$ cat src/rtl/poly_bram_ctrl.sv
// rtl/poly_bram_ctrl.sv - LOAD/READ sequencer for a 64x512 coefficient BRAM
//
// Owns BRAM port A (synchronous write) and port B (combinational read) for the
// polynomial core. One job at a time:
//   LOAD : accepts s_data over s_valid/s_ready, writes consecutive addresses.
//   READ : streams a contiguous range out over m_valid/m_ready through one
//          output register stage, with full backpressure.
//
// Ports:
//   clk, resetn            clock, synchronous active-low reset
//   load_start, read_start one-cycle job requests (load wins on a tie)
//   base, len              start address and word count (1..DEPTH)
//   s_valid/s_data/s_ready load stream slave
//   m_valid/m_data/m_last/m_ready  read stream master
//   busy, done, err        status: job active, completion pulse, bad-len pulse
//   bram_wea/addra/dina    BRAM write port
//   bram_addrb/doutb       BRAM read port (doutb combinational from addrb)

module poly_bram_ctrl #(
  parameter int DATA_W = 64,
  parameter int ADDR_W = 9,
  parameter int DEPTH  = 512
) (
  input  logic              clk,
  input  logic              resetn,
  input  logic              load_start,
  input  logic              read_start,
  input  logic [ADDR_W-1:0] base,
  input  logic [ADDR_W:0]   len,
  input  logic              s_valid,
  input  logic [DATA_W-1:0] s_data,
  output logic              s_ready,
  output logic              m_valid,
  output logic [DATA_W-1:0] m_data,
  output logic              m_last,
  input  logic              m_ready,
  output logic              busy,
  output logic              done,
  output logic              err,
  output logic              bram_wea,
  output logic [ADDR_W-1:0] bram_addra,
  output logic [DATA_W-1:0] bram_dina,
  output logic [ADDR_W-1:0] bram_addrb,
  input  logic [DATA_W-1:0] bram_doutb
);

  typedef enum logic [1:0] {
    S_IDLE = 2'd0,
    S_LOAD = 2'd1,
    S_READ = 2'd2
  } state_t;

  localparam logic [ADDR_W:0] DEPTH_L = (ADDR_W+1)'(DEPTH);
  localparam logic [ADDR_W:0] ONE_L   = (ADDR_W+1)'(1);

  state_t              state_q, state_d;
  // ptr wraps naturally at DEPTH because DEPTH == 2**ADDR_W.
  logic [ADDR_W-1:0]   ptr_q, ptr_d;
  // Words still to write (LOAD) or still to issue into the output stage (READ).
  logic [ADDR_W:0]     rem_q, rem_d;
  logic                m_valid_q, m_valid_d;
  logic                m_last_q, m_last_d;
  logic [DATA_W-1:0]   m_data_q, m_data_d;
  logic                done_q, done_d;
  logic                err_q, err_d;

  logic                len_ok;
  logic                wr_fire;
  logic                rd_load;
  logic                rd_hs;

  assign len_ok  = (len != '0) && (len <= DEPTH_L);
  // Gated by resetn so a write in flight is suppressed in the reset cycle.
  assign wr_fire = resetn && (state_q == S_LOAD) && s_valid;
  // Output register can take a new word when empty or draining this cycle.
  assign rd_load = (state_q == S_READ) && (!m_valid_q || m_ready) && (rem_q != '0);
  assign rd_hs   = m_valid_q && m_ready;

  always_comb begin
    state_d   = state_q;
    ptr_d     = ptr_q;
    rem_d     = rem_q;
    m_valid_d = m_valid_q;
    m_last_d  = m_last_q;
    m_data_d  = m_data_q;
    done_d    = 1'b0;
    err_d     = 1'b0;

    case (state_q)
      S_IDLE: begin
        if (load_start || read_start) begin
          if (!len_ok) begin
            err_d = 1'b1;
          end else begin
            state_d = load_start ? S_LOAD : S_READ;
            ptr_d   = base;
            rem_d   = len;
          end
        end
      end

      S_LOAD: begin
        if (s_valid) begin
          ptr_d = ptr_q + 1'b1;
          rem_d = rem_q - 1'b1;
          if (rem_q == ONE_L) begin
            state_d = S_IDLE;
            done_d  = 1'b1;
          end
        end
      end

      S_READ: begin
        if (rd_load) begin
          m_data_d  = bram_doutb;
          m_valid_d = 1'b1;
          m_last_d  = (rem_q == ONE_L);
          ptr_d     = ptr_q + 1'b1;
          rem_d     = rem_q - 1'b1;
        end else if (rd_hs) begin
          m_valid_d = 1'b0;
          m_last_d  = 1'b0;
        end
        // Last word leaves the register: nothing left to issue, so rd_load
        // is false and the branch above has already cleared m_valid.
        if (rd_hs && m_last_q) begin
          state_d = S_IDLE;
          done_d  = 1'b1;
        end
      end

      default: begin
        state_d = S_IDLE;
      end
    endcase
  end

  always_ff @(posedge clk) begin
    if (!resetn) begin
      state_q   <= S_IDLE;
      ptr_q     <= '0;
      rem_q     <= '0;
      m_valid_q <= 1'b0;
      m_last_q  <= 1'b0;
      m_data_q  <= '0;
      done_q    <= 1'b0;
      err_q     <= 1'b0;
    end else begin
      state_q   <= state_d;
      ptr_q     <= ptr_d;
      rem_q     <= rem_d;
      m_valid_q <= m_valid_d;
      m_last_q  <= m_last_d;
      m_data_q  <= m_data_d;
      done_q    <= done_d;
      err_q     <= err_d;
    end
  end

  assign s_ready    = (state_q == S_LOAD);
  assign busy       = (state_q != S_IDLE);
  assign done       = done_q;
  assign err        = err_q;
  assign m_valid    = m_valid_q;
  assign m_data     = m_data_q;
  assign m_last     = m_last_q;
  assign bram_wea   = wr_fire;
  assign bram_addra = ptr_q;
  assign bram_dina  = s_data;
  assign bram_addrb = ptr_q;

endmodule
$ cat config.mk
export PLATFORM = sky130hd
export DESIGN_NAME = poly_bram_ctrl
export DESIGN_NICKNAME = d
export VERILOG_FILES = /design/src/rtl/poly_bram_ctrl.sv
export SDC_FILE = /design/constraint.sdc
export NUM_CORES = 1
export LEC_CHECK = 0
export CAP_MARGIN = 20
export CORE_AREA = 4 4 151 95
export DETAILED_ROUTE_END_ITERATION = 10
export DIE_AREA = 0 0 155 99
export HOLD_SLACK_MARGIN = 0.15
export PLACE_DENSITY_LB_ADDON = 0.2
export SLEW_MARGIN = 10
export SYNTH_ARGS = -nofsm -noshare
export SYNTH_HDL_FRONTEND = slang
export SYNTH_SLANG_ARGS = --single-unit
$ cat constraint.sdc
create_clock -name clk -period 2.45 [get_ports clk]
set_input_delay 0.245 -clock clk [delete_from_list [all_inputs] [get_ports clk]]
set_output_delay 0.245 -clock clk [all_outputs]
set_load 0.02 [all_outputs]
==> summary.md <==
| Metric | Value |
|---|---|
| Status | finished, final reports clean |
| CTS resizes | 0 |
| Skew final | 6.88 ps |
| Synth warn | 0 |
| Crit-path cells | inv_1, ha_1, or4b_1, nor4_1, xnor2_1, a2111oi_4, a31o_1 |
| Critical Path AT | 2580 ps |
| Area grow syn2layout | 40.5% |
| FP Rows | 32 |
| IO Pins | 306 |
| Minimum clock period | 2300 ps |
| Area share of and/or/nand/nor cells after synthesis | 19.3% |
| Max Transition Viols Final | 0 |
| Height of the die | 99 microns |
| Hpwl dp | 10.4 mm |
| Area share of xor/xnor cells in the synthesized design | 1.35% |
| Main combinational cell family by area after synthesis | simple AND/OR/NAND/NOR gates |
| Peak supply drop | 0.461 mV |
| Slowest cell on the critical path | or4b_1 |
| Final wirelength | 13.7 mm |
| GRT overflow | 0 |
| Mapped Area | 4550 sq um |
| Vias in the first global route | 4043 |
| Worst R2R Path Depth | 7 |
| Layout Nets | 830 |
| Reg2reg start | rem_q[0] |
| FF+latch count, synth | 89 |
| CTS tree | yes |
| Final std cells w/o fill | 844 |
| DR WL/cell | 16.2 microns |
| RSZ-0062 raised after global routing | no |
| Total GRT Usage | 17.4% |
| Hold WC Path Type | register to register |
| Number of enable flip-flop cells after synthesis | 0 |
| Hold depth | 2 |
| H-tree depth | 3 |
| Clock slew at reported path FFs | 70 ps |
| Hold path start | m_data[45] |
| Starting DRT DRC Count | 239 |
| CTS Buf Count | 9 |
| Max Cap Viol | 0 |
| Seq. cell area | 1780 sq um |
| Async set-or-reset flop fraction in the synthesized netlist | 0% |
| DIE AREA | 15300 sq um |
| Initial antenna violation count | 0 |
| Crit Path Max Fanout | 6 |
| WP data required | 2730 ps |
| Slew HR | 54.9% |
| Placer Congestion | 0.874 |
| Top FF cell, synth | dfxtp_1 |
| CP startpoint | rem_q[0] |
| Diodes inserted | 0 |
| Mapped Cells | 561 |
| Vias | 4132 |
| Synth cell types | 55 |
| Placed cells | 828 |
| Critical Path Source Type | register |
| Post-route ant nets | 0 |
| Number of setup violations in the final report | 0 |
| Top-count cell post-synth | nand2_1 |
| Critical path's top delay family | simple AND/OR/NAND/NOR gates |
| Clock Tree Root | clkbuf_16 |
| Hold EP | m_data[45] |
| Final hold vios | 0 |
| Top cell type's share of synthesized area | 39.2% |
| Die width | 155 microns |
| Final Cycle Share | 94.0% |
| Main area contributors after synthesis | dfxtp_1 (39%), buf_4 (13%), nand2_1 (12%), a21oi_1 (7.6%), mux2i_1 (2.6%) |
| R2R Setup Slk | 150 ps |
| Layout cells sized above 1 | 8.16% |
| Power Dens Cells | 1160 nW/um^2 |
| Worst-Margin Slew | 674 ps |
| Sequential fraction of the synthesis area | 39.2% |
| CP Capture Type | register |
| Starting Density | 35.6% |
| Fillcell total | 1250 |
| Synth Area in Compound Gates | 18.9% |
| Post CTS Setup Buffer Count | 0 |
| WS Path Type | register to register |
| Hold Buf Count CTS | 0 |
| Avg Inst Size Synth | 8.11 sq um |
| Remaining DRCs | 0 |
| Largest area contributor in the netlist | dfxtp_1 |
| R2r endpoint | rem_q[8] |
| Leak | 2.25 nW |
| Bufs on Longest Clock Path | 2 |
| Largest net degree at the start of global routing | 50 |
| Synth Area in Adders | 2.20% |
| Sink Count | 89 |
| Highest Clock Rate | 434 MHz |
| Hold WS | 453 ps |
| Core Region | 12800 sq um |
| TritonRoute pass-1 iters | 4 |
| Syn nets | 722 |
| CP max stage delay | 510 ps |
| Number of I/O port buffers | 177 |
| Via density per instance | 4.90 |
| Multi-input gate area | 2040 sq um |
| Post-synthesis mux area share | 2.64% |
| Worst-Skew Late Latency | 330 ps |
| Top cells by count, synth | nand2_1 (150), dfxtp_1 (89), buf_4 (76) |
| First-pass GRT wire length | 21.7 mm |
| WP buf/inv | 1 |
-- registers in the layout, summed over array words and instances (netlist names) --
name        cells
rem_q          10
state_q         2
m_data         64
done            1
m_valid         1
m_last          1
bram_addra      9
err             1
-- how the worst max path moves through the flow --
stage,slack (ps),cells past startpoint,to
2_1_floorplan,250,7,bram_addra[4]
6_report,150,7,rem_q[8]
4_1_cts,160,7,rem_q[8]
5_1_grt,10,7,rem_q[8]
3_5_place_dp,-170,8,rem_q[4]
3_3_place_gp,-110,8,rem_q[4]
-- through the flow --
step / power (mW) / worst slack [ps] / instance area [sq um] / setup TNS (ps) / utilization (%)
5_1_grt: 7.89 / 14.0 / 6390 / 0 / 50.0
2_1_floorplan: 4.62 / 245 / 4550 / 0 / -
3_5_place_dp: 6.05 / -172 / 6100 / -2660 / 47.7
6_report: 7.39 / 148 / 6390 / 0 / 50.0
4_1_cts: 7.47 / 158 / 6390 / 0 / 50.0
3_3_place_gp: 6.00 / -112 / 6100 / -1520 / 47.7
-- cells by family after synthesis --
family	count (synthesis)
and+or+nand+nor	202
AOI/OAI and AO/OA	125
buffers and inverters	118
DFF	89
muxes	12
adders and majority gates	8
xor gates and xnor gates	7
-- per-layer routing --
| layer | GRT usage [%] | share of wire (%) |
|---|---|---|
| met5 | 0 | 0 |
| met4 | 4.21 | 0.92 |
| met3 | 6.85 | 9.5 |
| met2 | 24.9 | 41 |
| met1 | 24.4 | 48 |
-- cell usage in the layout, fill, tap and decap left out, drive strengths merged, types with 3 or more instances in the layout --
master	synthesis	layout
or4	3	3
a311oi	3	3
a31oi	3	3
nor2	10	10
clkbuf	24	10
nand2	151	151
nor2b	7	7
o31ai	3	3
inv	12	13
o211ai	4	4
a21oi	69	69
clkdlybuf4s50	0	177
o21ai	14	14
o311ai	6	6
buf	82	26
nand3	11	11
clkinv	0	4
ha	8	8
nor3	5	5
dfxtp	89	89
or3	4	4
mux2i	12	12
a2111oi	3	3
a31o	3	3
xnor2	6	6
-- final cells by class --
cell class              instances  share of cell area, %
well taps                     170                   3.33
clock buffers                  10                   3.58
flip-flops and latches         89                   27.9
multi-input cells             354                   31.9
clock inverters                 6                   1.04
repair buffers                203                   31.6
inverters                      12                  0.705
-- worst reg2reg max path: stages (launching register included) --
cell,delay [ps]
dfxtp_1,370
inv_1,130
ha_1,240
or4b_1,510
nor4_1,320
xnor2_1,180
a2111oi_4,360
a31o_1,130
-- report_power, final --
group | internal (mW) | total, mW | switching [mW]
clock | 0.795 | 1.37 | 0.579
sequential | 1.83 | 2.21 | 0.376
combinational | 1.73 | 3.81 | 2.08
(Power assumes the default switching activity.)
